--- config.mk ---
export PLATFORM = sky130hd
export DESIGN_NAME = seg7_scan_driver_flat
export DESIGN_NICKNAME = d
export VERILOG_FILES = /design/src/rtl/seg7_scan_driver_pkg.sv /design/src/rtl/seg7_scan_driver_if.sv /design/src/rtl/seg7_scan_driver_hex_to_seg7.sv /design/src/rtl/seg7_scan_driver.sv /design/src/flat_wrapper.sv
export SDC_FILE = /design/constraint.sdc
export NUM_CORES = 1
export LEC_CHECK = 0
export ABC_CLOCK_PERIOD_IN_PS = 2200
export CAP_MARGIN = 20
export CORE_MARGIN = 2
export CORE_UTILIZATION = 28
export CTS_CLUSTER_SIZE = 28
export DETAILED_ROUTE_END_ITERATION = 8
export GPL_TIMING_DRIVEN = 0
export PLACE_DENSITY = 0.5
export SLEW_MARGIN = 5
export SYNTH_ARGS = -nofsm -noshare
export SYNTH_HDL_FRONTEND = slang
export SYNTH_SLANG_ARGS = --single-unit
--- constraint.sdc ---
create_clock -name i_clock -period 2.2 [get_ports i_clock]
set_input_delay 0.44 -clock i_clock [delete_from_list [all_inputs] [get_ports i_clock]]
set_output_delay 0.44 -clock i_clock [all_outputs]
set_load 0.05 [all_outputs]
--- src/rtl/seg7_scan_driver_pkg.sv ---
// Shared types and the 0-F segment table for the 7-segment scan driver.
// Optional build macro used by the users of this package: SEG7_SCAN_DIMMING_EN.
package seg7_pkg;

    typedef enum logic [1:0] {
        S_IDLE,
        S_BLANK,
        S_DRIVE
    } state_t;

    // Active-high codes, bit 0 = segment a, bit 6 = segment g
    localparam logic [6:0] SEG7_TABLE [16] = '{
        7'h3F, 7'h06, 7'h5B, 7'h4F, 7'h66, 7'h6D, 7'h7D, 7'h07,
        7'h7F, 7'h6F, 7'h77, 7'h7C, 7'h39, 7'h5E, 7'h79, 7'h71
    };

endpackage

--- src/rtl/seg7_scan_driver_if.sv ---
// Hex-nibble display bus from the viewers to the scan driver.
// SEG7_SCAN_DIMMING_EN adds the brightness field.
interface seg7_scan_driver_if
    import seg7_pkg::*;
#(
    parameter int NUM_HEX = 6
`ifdef SEG7_SCAN_DIMMING_EN
    , parameter int BRIGHT_W = 4
`endif
);
    logic                i_enable;
    logic [3:0]          i_hex [NUM_HEX-1:0];
    logic [NUM_HEX-1:0]  i_dp;
`ifdef SEG7_SCAN_DIMMING_EN
    logic [BRIGHT_W-1:0] i_brightness;

    modport master (output i_enable, output i_hex, output i_dp, output i_brightness);
    modport slave  (input  i_enable, input  i_hex, input  i_dp, input  i_brightness);
`else
    modport master (output i_enable, output i_hex, output i_dp);
    modport slave  (input  i_enable, input  i_hex, input  i_dp);
`endif
endinterface

--- src/rtl/seg7_scan_driver_hex_to_seg7.sv ---
// Combinational nibble to active-high 7-segment code.
module hex_to_seg7
    import seg7_pkg::*;
(
    input  logic [3:0] i_nib,
    output logic [6:0] o_seg
);
    assign o_seg = SEG7_TABLE[i_nib];
endmodule

--- src/rtl/seg7_scan_driver.sv ---
// Time-multiplexed common-anode 7-segment bank driver with per-frame snapshot.
// Define SEG7_SCAN_DIMMING_EN for PWM brightness control.
module seg7_scan_driver
    import seg7_pkg::*;
#(
    parameter int NUM_HEX     = 6,
    parameter int SCAN_DIV    = 50000,
    parameter int BLANK_CYC   = 64,
    parameter bit AN_ACT_LOW  = 1'b1,
    parameter bit SEG_ACT_LOW = 1'b1
`ifdef SEG7_SCAN_DIMMING_EN
    , parameter int BRIGHT_W  = 4
`endif
) (
    input  logic               i_clock,
    input  logic               i_reset,
    seg7_scan_driver_if.slave  i_bus,
    output logic [NUM_HEX-1:0] o_an,
    output logic [6:0]         o_seg,
    output logic               o_dp,
    output logic               o_frame_start
);
    localparam int CNT_W = $clog2(SCAN_DIV);
    localparam int IDX_W = (NUM_HEX > 1) ? $clog2(NUM_HEX) : 1;
    localparam logic [CNT_W-1:0]   BLANK_LAST = CNT_W'(BLANK_CYC - 1);
    localparam logic [CNT_W-1:0]   SLOT_LAST  = CNT_W'(SCAN_DIV - 1);
    localparam logic [IDX_W-1:0]   IDX_LAST   = IDX_W'(NUM_HEX - 1);
    localparam logic [NUM_HEX-1:0] AN_OFF     = {NUM_HEX{AN_ACT_LOW}};
    localparam logic [6:0]         SEG_OFF    = {7{SEG_ACT_LOW}};

    state_t             r_state, w_state_nxt;
    logic [CNT_W-1:0]   r_cnt, w_cnt_nxt;
    logic [IDX_W-1:0]   r_idx, w_idx_nxt;
    logic               w_snap;
    logic [3:0]         r_hex_sh [NUM_HEX-1:0];
    logic [NUM_HEX-1:0] r_dp_sh;
    logic               w_drive_on;
    logic [NUM_HEX-1:0] w_an_act;
    logic [6:0]         w_seg_dec;
    logic               w_frame_start;
    logic [NUM_HEX-1:0] r_an;
    logic [6:0]         r_seg;
    logic               r_dp;
    logic               r_frame_start;

    always_ff @(posedge i_clock or posedge i_reset) begin
        if (i_reset) begin
            r_state <= S_IDLE;
            r_cnt   <= '0;
            r_idx   <= '0;
        end else begin
            r_state <= w_state_nxt;
            r_cnt   <= w_cnt_nxt;
            r_idx   <= w_idx_nxt;
        end
    end

    // Snapshot is requested on every entry into the digit-0 blanking slot
    always_comb begin
        w_state_nxt = r_state;
        w_cnt_nxt   = r_cnt;
        w_idx_nxt   = r_idx;
        w_snap      = 1'b0;
        if (!i_bus.i_enable) begin
            w_state_nxt = S_IDLE;
            w_cnt_nxt   = '0;
            w_idx_nxt   = '0;
        end else begin
            case (r_state)
                S_IDLE: begin
                    w_state_nxt = S_BLANK;
                    w_cnt_nxt   = '0;
                    w_idx_nxt   = '0;
                    w_snap      = 1'b1;
                end
                S_BLANK: begin
                    w_cnt_nxt = r_cnt + CNT_W'(1);
                    if (r_cnt == BLANK_LAST)
                        w_state_nxt = S_DRIVE;
                end
                S_DRIVE: begin
                    if (r_cnt == SLOT_LAST) begin
                        w_cnt_nxt   = '0;
                        w_state_nxt = S_BLANK;
                        if (r_idx == IDX_LAST) begin
                            w_idx_nxt = '0;
                            w_snap    = 1'b1;
                        end else begin
                            w_idx_nxt = r_idx + IDX_W'(1);
                        end
                    end else begin
                        w_cnt_nxt = r_cnt + CNT_W'(1);
                    end
                end
                default: begin
                    w_state_nxt = S_IDLE;
                    w_cnt_nxt   = '0;
                    w_idx_nxt   = '0;
                end
            endcase
        end
    end

    always_ff @(posedge i_clock or posedge i_reset) begin
        if (i_reset) begin
            r_hex_sh <= '{default: 4'h0};
            r_dp_sh  <= '0;
        end else if (w_snap) begin
            r_hex_sh <= i_bus.i_hex;
            r_dp_sh  <= i_bus.i_dp;
        end
    end

`ifdef SEG7_SCAN_DIMMING_EN
    logic [BRIGHT_W-1:0] r_bright_q;
    logic [BRIGHT_W-1:0] r_pwm_cnt;

    always_ff @(posedge i_clock or posedge i_reset) begin
        if (i_reset) begin
            r_bright_q <= '0;
            r_pwm_cnt  <= '0;
        end else begin
            r_pwm_cnt <= r_pwm_cnt + BRIGHT_W'(1);
            if (w_snap)
                r_bright_q <= i_bus.i_brightness;
        end
    end

    assign w_drive_on = (r_state == S_DRIVE) && (r_pwm_cnt < r_bright_q);
`else
    assign w_drive_on = (r_state == S_DRIVE);
`endif

    assign w_an_act      = w_drive_on ? (NUM_HEX'(1) << r_idx) : '0;
    assign w_frame_start = (r_state == S_BLANK) && (r_idx == '0) && (r_cnt == '0);

    hex_to_seg7 u_dec (
        .i_nib (r_hex_sh[r_idx]),
        .o_seg (w_seg_dec)
    );

    // Segments and dp are forced dark whenever no anode is lit
    always_ff @(posedge i_clock or posedge i_reset) begin
        if (i_reset) begin
            r_an          <= AN_OFF;
            r_seg         <= SEG_OFF;
            r_dp          <= SEG_ACT_LOW;
            r_frame_start <= 1'b0;
        end else begin
            r_an          <= w_an_act ^ AN_OFF;
            r_seg         <= (w_drive_on ? w_seg_dec : 7'h00) ^ SEG_OFF;
            r_dp          <= (w_drive_on & r_dp_sh[r_idx]) ^ SEG_ACT_LOW;
            r_frame_start <= w_frame_start;
        end
    end

    assign o_an          = r_an;
    assign o_seg         = r_seg;
    assign o_dp          = r_dp;
    assign o_frame_start = r_frame_start;

endmodule

--- src/flat_wrapper.sv ---
// flat-port wrapper written by rule: the top's interface ports become plain ports
module seg7_scan_driver_flat import seg7_pkg::*;
#(
    parameter int NUM_HEX     = 6,
    parameter int SCAN_DIV    = 50000,
    parameter int BLANK_CYC   = 64,
    parameter bit AN_ACT_LOW  = 1'b1,
    parameter bit SEG_ACT_LOW = 1'b1

)
  (i_clock, i_reset, o_an, o_seg, o_dp, o_frame_start, i_bus_i_enable, i_bus_i_hex, i_bus_i_dp);
  seg7_scan_driver_if #(.NUM_HEX(NUM_HEX)) i_bus_i ();
  input  logic i_clock;
  input  logic i_reset;
  output logic [NUM_HEX-1:0] o_an;
  output logic [6:0] o_seg;
  output logic o_dp;
  output logic o_frame_start;
  input wire logic [$bits(i_bus_i.i_enable)-1:0] i_bus_i_enable;
  input wire logic [$bits(i_bus_i.i_hex)-1:0] i_bus_i_hex;
  input wire logic [$bits(i_bus_i.i_dp)-1:0] i_bus_i_dp;
  assign i_bus_i.i_enable = i_bus_i_enable;
  assign i_bus_i.i_hex = {>>{i_bus_i_hex}};
  assign i_bus_i.i_dp = i_bus_i_dp;
  seg7_scan_driver #(.NUM_HEX(NUM_HEX), .SCAN_DIV(SCAN_DIV), .BLANK_CYC(BLANK_CYC), .AN_ACT_LOW(AN_ACT_LOW), .SEG_ACT_LOW(SEG_ACT_LOW)) u_core (.i_clock(i_clock), .i_reset(i_reset), .i_bus(i_bus_i), .o_an(o_an), .o_seg(o_seg), .o_dp(o_dp), .o_frame_start(o_frame_start));
endmodule
Word-level counts from Yosys, hierarchy flattened
Memory sizes are Yosys's and may differ from the RTL's.
Cells that the tools add are included.
{"block": "totals", "input_bits": 33, "output_inout_bits": 15, "rom_bits": 112, "reg_bits": 66, "elab_cells": 63, "mem_count": 1}
{"memory": "(name not given)", "words": 16, "width": 7, "rd": 1, "rd_ports_with_merged_regs": 0, "write_ports": 0, "line_no": "seg7_scan_driver_hex_to_seg7.sv:8", "text": "assign o_seg = SEG7_TABLE[i_nib];"}
{"block": "op_classes", "n_eq_ne": 8, "n_addsub": 2, "n_shift": 1, "bitwise_logic": 5, "n_mux": 23, "n_reduce_logical": 7, "n_lt_le_gt_ge": 2}
{"operator": "16-bit two-way mux", "count": 2}
{"operator": "16-bit one-hot mux with 2 select lines", "count": 1}
{"operator": "7-bit two-way mux", "count": 3}
{"operator": "16-bit by 1-bit adder with 16-bit output, second input constant", "count": 1}
{"operator": "16-bit equality test, second input constant", "count": 1}
{"operator": "16-bit by 6-bit equality test with 1-bit output, second input constant", "count": 1}
{"operator": "16-bit zero test", "count": 1}
{"operator": "4-bit binary-select mux with 3-bit select", "count": 1}
{"operator": "3-bit two-way mux", "count": 3}
{"operator": "7-bit inverter", "count": 1}
{"operator": "2-bit two-way mux", "count": 3}
{"operator": "6-bit two-way mux", "count": 1}
{"operator": "6-bit inverter", "count": 1}
{"operator": "2-bit one-hot mux with 3 select lines", "count": 1}
{"operator": "3-bit one-hot mux with 2 select lines", "count": 1}
{"operator": "1-bit by 3-bit << shifter with 6-bit output, first input constant", "count": 1}
{"operator": "5-bit >= comparator, second input constant", "count": 1}
{"operator": "4-bit inverter with 5-bit output", "count": 1}
{"operator": "3-bit by 4-bit < comparator with 1-bit output, second input constant", "count": 1}
{"operator": "1-bit two-way mux", "count": 4}
{"operator": "4-bit two-way mux", "count": 1}
{"operator": "2-bit AND reduction", "count": 2}
{"operator": "3-bit by 1-bit adder with 3-bit output, second input constant", "count": 1}
{"operator": "1-bit binary-select mux with 3-bit select", "count": 1}
{"operator": "other kinds (12)", "count": 13}

Depth between registers and ports, before layout
Gate-level depths: netlist of run 1.
{"block": "depth", "ltp_word": 8, "depth_mapped": 10, "ltp_nobuf": 8}

By module
Synthesis of run 1 repeated with hierarchy kept, for this count alone.
{"block": "hier_totals", "cells_unflattened": 280, "hier_area_um2": 3300.7}
{"mod": "seg7_scan_driver", "cells_each": 247, "area_per_inst_um2": 3012.9, "n_inst": 1}
{"mod": "hex_to_seg7", "cells_each": 33, "area_per_inst_um2": 287.8, "n_inst": 1}

Worst setup path after synthesis of run 1
OpenSTA, ideal clock, no wires.
{"block": "synth_path", "path_type": "reg2reg", "start": "register u_core.r_idx[1]", "end": "register u_core.r_seg[5], in the netlist u_core.o_seg[5]", "synth_period_minus_slack_ps": 2333, "path_stages_with_launch": 10, "t_required_ps": 2117, "setup_slack_ps": -133, "arrival_ps": 2250, "setup_time_ps": 83, "cell_sequence": "dfrtp_1 clkbuf_1 buf_2 mux2_2 a21oi_1 inv_1 ha_1 o21ai_0 o21ai_0 a221o_1"}
{"block": "synth_via", "elab_chain_len": 8}
{"item": "from (decl)", "line_no": "seg7_scan_driver.sv:33", "text": "logic [IDX_W-1:0] r_idx, w_idx_nxt;"}
{"item": "from (signal assigned)", "line_no": "seg7_scan_driver.sv:54", "text": "r_idx <= w_idx_nxt;"}
{"item": "4-bit binary-select mux with 3-bit select", "line_no": "seg7_scan_driver.sv:138", "text": ".i_nib (r_hex_sh[r_idx]),"}
{"item": "4-bit two-way mux (implied by the code)", "line_no": "seg7_scan_driver.sv:138"}
{"item": "4-bit inverter with 5-bit output (implied by the code)", "line_no": "seg7_scan_driver_hex_to_seg7.sv:8"}
{"item": "memory 16 x 7 bit"}
{"item": "7-bit two-way mux (implied by the code) (2 in series)", "line_no": "seg7_scan_driver_hex_to_seg7.sv:8"}
{"item": "7-bit two-way mux", "line_no": "seg7_scan_driver.sv:151", "text": "r_seg <= (w_drive_on ? w_seg_dec : 7'h00) ^ SEG_OFF;"}
{"item": "7-bit inverter (no line)"}
{"item": "to (signal assigned)", "line_no": "seg7_scan_driver.sv:151"}
{"item": "to (decl)", "line_no": "seg7_scan_driver.sv:42", "text": "logic [6:0] r_seg;"}
Every way passes these cells. The select of a mux whose other input is x is not followed.
A chain may end at the register's enable or synchronous reset.

Worst setup path in the final report of run 1
{"block": "layout_path", "start": "register u_core.r_cnt[13]", "end": "register u_core.r_hex_sh[15] (netlist name)"}
{"block": "layout_via", "elab_chain_len": 4}
{"item": "from (decl)", "line_no": "seg7_scan_driver.sv:32", "text": "logic [CNT_W-1:0] r_cnt, w_cnt_nxt;"}
{"item": "from (signal assigned)", "line_no": "seg7_scan_driver.sv:53", "text": "r_cnt <= w_cnt_nxt;"}
{"item": "16-bit equality test", "line_no": "seg7_scan_driver.sv:82", "text": "if (r_cnt == SLOT_LAST) begin"}
{"item": "1-bit two-way mux", "line_no": "seg7_scan_driver.sv:82"}
{"item": "1-bit one-hot mux with 2 select lines", "line_no": "seg7_scan_driver.sv:69", "text": "case (r_state)"}
{"item": "1-bit two-way mux", "line_no": "seg7_scan_driver.sv:64", "text": "if (!i_bus.i_enable) begin"}
{"item": "to (signal assigned)", "line_no": "seg7_scan_driver.sv:109", "text": "r_hex_sh <= i_bus.i_hex;"}
{"item": "to (decl)", "line_no": "seg7_scan_driver.sv:35", "text": "logic [3:0] r_hex_sh [NUM_HEX-1:0];"}
Every way passes these cells.

==> flow_summary.json, run 1 <==
{
  "die_y_um": 114,
  "vdd_ir_drop_max_uv": 435,
  "worst_setup_path_end_kind": "flip-flop",
  "cts-buffers-inserted": 9,
  "drt-initial-drc-count": 121,
  "ys_seq_area_frac": 0.492,
  "setup_viol": 0,
  "wl_per_cell_um": 14.6,
  "grt_max_degree": 67,
  "whs_path_depth": 1,
  "path_clk_slew_ps": 50,
  "crit_start": "u_core.r_cnt[13]",
  "clock.fmax_mhz": 458,
  "rr_startpoint": "u_core.r_cnt[13]",
  "synth_top_family_by_area": "multiplexers",
  "yosys.area_share.xor_xnor": 0.0362,
  "cts_tree": "done",
  "finalPower_mw": 5.51,
  "finalCriticalPeriod_ps": 2180,
  "synth_fa_ha_area_frac": 0.0480,
  "h-tree-depth": 3,
  "ys_seq_elements": 66,
  "grt_pass1_wl_mm": 12.0,
  "routed_wl_mm": 7.23,
  "io_pins": 48,
  "first_global_vias": 2291,
  "drive_gt1_frac": 0.285,
  "clock_path_buffers": 2,
  "row_count": 40,
  "reg2reg_slack_ps": 20,
  "synth-compound-area-share": 0.0672,
  "max_slew_margin": 0.440,
  "reg2reg_to": "u_core.r_hex_sh[15]",
  "die_width_um": 114,
  "worstMarginPinSlew_ps": 840,
  "cts_num_sinks": 66,
  "rr_worst_depth": 6,
  "numPortBuffers": 47,
  "antenna_found_initial": 0,
  "clk_latency_ps": 340,
  "syn_area_per_cell_um2": 12.1,
  "outcome": "complete, no violations",
  "hold_buffers": 0,
  "p_leak_nw": 1.90,
  "arrival_ps": 2400,
  "worstPathRequired_ps": 2420,
  "synthMuxAreaShare": 0.195,
  "place_congestion": 0.755,
  "worstHoldPathType": "flip-flop to flip-flop",
  "dr.pass1.iters": 4,
  "start_util": 0.285,
  "crit_end": "u_core.r_hex_sh[15]",
  "final_max_slew_viol_count": 0,
  "dp.final_hpwl_mm": 5.02,
  "rsz0062_at_grt": "true",
  "drcViolationCount": 0,
  "final_cell_mix": "dfrtp_1, clkdlybuf4s50_1, mux2_4",
  "synth_warnings": 0,
  "finalHoldViolations": 0,
  "placed_cell_area_um2": 4050,
  "cts_root_buf": "clkbuf_16",
  "critical_path.startpoint_type": "flip-flop",
  "synthCells": 281,
  "cap_violations": 0,
  "fin_area_um2": 4510,
  "syn_nets": 327,
  "ant_nets": 0,
  "track_usage": 0.121,
  "viasPerCell": 4.56,
  "crit_type": "flip-flop to flip-flop",
  "design.core.area_um2": 11900,
  "netlist_area_um2": 3390,
  "nNetsFinal": 388,
  "timing.final.crit_share": 0.993,
  "critPathMaxFanout": 10,
  "nFillCells": 1186,
  "dieArea_um2": 13000,
  "n_antenna_cell": 0,
  "via_count": 2251,
  "p_per_area_nw_per_um2": 1220,
  "ys_types": 46,
  "yosys.area_share.simple": 0.128,
  "syn_to_final_growth_pct": 33.0,
  "grt_overflow": 0,
  "fin_skew_ps": 12.0,
  "final_common_cell": "dfrtp_1"
}
-- power by group --
part	internal, mW	leakage [nW]	switching (mW)
logic	1.12	0.954	1.04
clock network	0.989	0.151	0.556
registers	1.61	0.798	0.196
-- stage by stage --
| step | util | hold WS [ps] | setup TNS (ps) | std cells | setup slack, ps |
|---|---|---|---|---|---|
| 2_1_floorplan | - | 467 | 0 | 281 | 20.8 |
| 3_3_place_gp | 0.340 | 488 | -69490 | 475 | -1110 |
| 3_5_place_dp | 0.340 | 493 | -6180 | 475 | -460 |
| 4_1_cts | 0.372 | 510 | -1.96 | 492 | -1.96 |
| 5_1_grt | 0.378 | 523 | -1180 | 494 | -53.9 |
| 6_report | 0.378 | 510 | 0 | 494 | 15.6 |
-- flip-flops by register name, summed over array words and instances, names as in the netlist --
| signal | cells |
|---|---|
| u_core.r_state | 2 |
| u_core.o_seg | 7 |
| u_core.o_frame_start | 1 |
| u_core.r_idx | 3 |
| u_core.o_an | 6 |
| u_core.r_hex_sh | 24 |
| u_core.r_cnt | 16 |
| u_core.r_dp_sh | 6 |
| u_core.o_dp | 1 |
-- area by class of cell --
type	count	area (µm²)	share of cell area
Sequential cell	66	1670	0.371
Multi-Input combinational cell	192	1660	0.369
Timing Repair Buffer	52	508	0.113
Clock buffer	9	225	0.0500
Tap cell	147	184	0.0408
Buffer	10	118	0.0261
Clock inverter	7	93.8	0.0208
Inverter	11	43.8	0.00972
-- worst max-delay path, stage by stage, from the launching register on --
cell	delay [ps]
dfrtp_1	400
or4_4	560
nor4_4	220
nand3b_1	140
a21bo_4	280
buf_12	160
mux2_4	300
-- how the worst min path moves through the flow --
stage                             start                  end  slack (ps)
floorplan               u_core.r_cnt[0]      u_core.r_cnt[0]         470
global placement    u_core.r_hex_sh[12]  u_core.r_hex_sh[12]         490
detailed placement   u_core.r_hex_sh[6]   u_core.r_hex_sh[6]         490
CTS                 u_core.r_hex_sh[12]  u_core.r_hex_sh[12]         510
global route         u_core.r_hex_sh[3]   u_core.r_hex_sh[3]         520
finish               u_core.r_hex_sh[3]   u_core.r_hex_sh[3]         510
-- Yosys cell counts, drive strengths merged --
cell type,instances,share of area
a221o,1,0.0030
o311ai,1,0.0026
a21bo,3,0.0089
mux2,36,0.15
o31ai,1,0.0022
o221ai,2,0.0052
ha,13,0.048
nand4,1,0.0018
nand3b,3,0.0066
and3,3,0.0055
o2bb2ai,1,0.0026
or4,2,0.0055
o22ai,2,0.0037
mux2i,12,0.035
o32a,2,0.0059
o22a,1,0.0026
xor2,10,0.026
buf,7,0.016
nor2,26,0.029
a31oi,1,0.0018
or2,2,0.0037
nor4,4,0.012
o21ai,6,0.0089
o211ai,4,0.010
a21oi,3,0.0044
a21boi,1,0.0022
nand2,23,0.025
and4,3,0.0078
mux4,1,0.0066
nor3,2,0.0030
inv,11,0.012
clkbuf,5,0.0055
xnor2,4,0.010
o311a,1,0.0030
nand3,9,0.013
nand2b,3,0.0055
dfrtp,52,0.38
and2,2,0.0037
nor2b,3,0.0055
dfstp,14,0.11
-- routing by layer --
layer | vias to the layer above | part of all wire | track usage
met5 | - | 0 | 0
met4 | 0 | 0.028 | 0.0732
met3 | 12 | 0.035 | 0.0218
met2 | 44 | 0.42 | 0.172
met1 | 1089 | 0.52 | 0.172
li1 | 1106 | - | -
-- logic make-up after synthesis --
logic type	count (synthesis)
adder cells (fa/ha/maj)	13
XOR/XNOR	14
AO/OA/AOI/OAI	30
buffers and inverters	23
flip-flops	66
multiplexers	49
AND/OR/NAND/NOR	86
-- what timing repair did --
| action | CTS | global route |
|---|---|---|
| endpoints found under the setup margin | 47 | 51 |
| resized for setup | 12 | 19 |
| setup buffers | 2 | 3 |
| cloned | 0 | 0 |
| pin swaps | 2 | 0 |
Power figures use the tool's default switching activity.
==> run 2: changes to the inputs <==
CORE_MARGIN = unset   (was 2)
==> flow_summary.json, run 2 (synthesis results as in run 1) <==
{
  "rsz0062_at_grt": "true",
  "row_count": 39,
  "clock_path_buffers": 2,
  "clock.fmax_mhz": 452,
  "first_global_vias": 2289,
  "grt_max_degree": 67,
  "cap_violations": 0,
  "largest_reg_flops": 24,
  "outcome": "finished with violations",
  "syn_to_final_growth_pct": 33.8,
  "cts_tree": "done",
  "n_antenna_cell": 0,
  "ant_nets": 0,
  "cts_root_buf": "clkbuf_16",
  "dieArea_um2": 12500,
  "drt-initial-drc-count": 55,
  "grt_pass1_wl_mm": 11.9,
  "setup_viol": 16,
  "worst_setup_path_end_kind": "flip-flop",
  "via_count": 2284,
  "p_per_area_nw_per_um2": 1210,
  "dp_slack_ps": -541,
  "final_common_cell": "dfrtp_1",
  "p_leak_nw": 1.92,
  "start_util": 0.292,
  "die_width_um": 112,
  "grt_overflow": 0,
  "nFillCells": 1136,
  "cts_num_sinks": 66,
  "hold_buffers": 0,
  "slowest_stage": "or4_4",
  "antenna_found_initial": 0,
  "critical_path.startpoint_type": "flip-flop",
  "max_slew_margin": 0.442,
  "timing.final.crit_share": 1.01,
  "cts-buffers-inserted": 9,
  "worstHoldPathType": "flip-flop to flip-flop",
  "finalHoldViolations": 0,
  "design.core.area_um2": 11600,
  "dr.pass1.iters": 8,
  "wl_per_cell_um": 14.8,
  "final_cell_mix": "dfrtp_1, clkdlybuf4s50_1, mux2_4",
  "nNetsFinal": 390,
  "top_register": "u_core.r_hex_sh",
  "worstMarginPinSlew_ps": 838,
  "crit_path_cell_trace": "or4_4, nor4_4, nand3b_1, a21bo_4, clkbuf_16, mux2_4",
  "clk_latency_ps": 330,
  "routed_wl_mm": 7.26,
  "fin_ws_ps": -13.4,
  "final_max_slew_viol_count": 0,
  "stdcell_count": 492,
  "violations": "design-rule violations, negative setup slack",
  "die_y_um": 112,
  "crit_type": "flip-flop to flip-flop",
  "vdd_ir_drop_max_uv": 466,
  "critPathMaxFanout": 5,
  "fin_skew_ps": 7.67,
  "track_usage": 0.123,
  "dp.final_hpwl_mm": 4.98,
  "h-tree-depth": 3,
  "fin_worst_hold_slack_ps": 496,
  "drive_gt1_frac": 0.287,
  "path_clk_slew_ps": 60,
  "arrival_ps": 2430,
  "register_area_um2": 1670,
  "dp.cells": 471,
  "numPortBuffers": 47,
  "drcViolationCount": 3,
  "cpPeakStageDelay_ps": 560,
  "worstPathRequired_ps": 2410,
  "finalCriticalPeriod_ps": 2210,
  "multi_input_area_um2": 1680,
  "viasPerCell": 4.64,
  "place_congestion": 0.776,
  "io_pins": 48
}
-- run 2: repair_timing --
action | in CTS | in global routing
setup endpoints to repair | 47 | 46
cloned | 0 | 1
buffers inserted | 2 | 4
gates resized for setup | 15 | 19
pin swaps | 2 | 0
endpoints found under the hold margin | 0 | 0
-- run 2: path summary, 6_finish.rpt --
check / from / endpoint / slack (ps) / cells past startpoint
worst min register to register: u_core.r_cnt[0] / u_core.r_cnt[0] / 500 / 1
worst max register to register: u_core.r_cnt[13] / u_core.r_dp_sh[5] / -10 / 6
min in group asynchronous: i_reset / u_core.r_dp_sh[0] / 610 / 2
worst min-delay path: u_core.r_cnt[0] / u_core.r_cnt[0] / 500 / 1
worst max-delay path: u_core.r_cnt[13] / u_core.r_dp_sh[5] / -10 / 6
max in group asynchronous: i_reset / u_core.r_idx[1] / 950 / 2
-- run 2: through the flow --
stage	TNS, ps	utilization	total power, mW	cell area, µm²
6_report	-65.7	0.390	5.48	4530
5_1_grt	-2120	0.390	5.81	4530
4_1_cts	0	0.380	5.42	4410
3_5_place_dp	-6100	0.349	3.84	4050
3_3_place_gp	-72130	0.348	3.81	4050
2_1_floorplan	0	-	3.34	3400
-- run 2: critical path, delay by kind of cell (launching register included) --
kind            cells  cell delay [ps]
mux                 1              290
simple gates        3              920
flops               1              400
buf+inv             1              180
compound gates      1              300
-- run 2: metal layers --
| metal | wire length [µm] | GRT usage | vias to the layer above |
|---|---|---|---|
| li1 | - | - | 1112 |
| met4 | 142 | 0.0587 | 0 |
| met5 | 0 | 0 | - |
| met2 | 3250 | 0.181 | 48 |
| met3 | 256 | 0.0227 | 11 |
| met1 | 3610 | 0.176 | 1113 |
-- run 2: cell type report --
cell class,instances,share of cell area
flip-flops and latches,66,0.369
clock inverters,4,0.0110
multi-input cells,192,0.369
clock buffers,12,0.0566
well taps,143,0.0395
plain buffers,10,0.0259
repair buffers,54,0.119
inverters,11,0.00966
-- run 2: where the power goes --
part | internal (mW) | switching, mW
Sequential | 1.61 | 0.199
Clock | 0.937 | 0.535
Combinational | 1.15 | 1.05
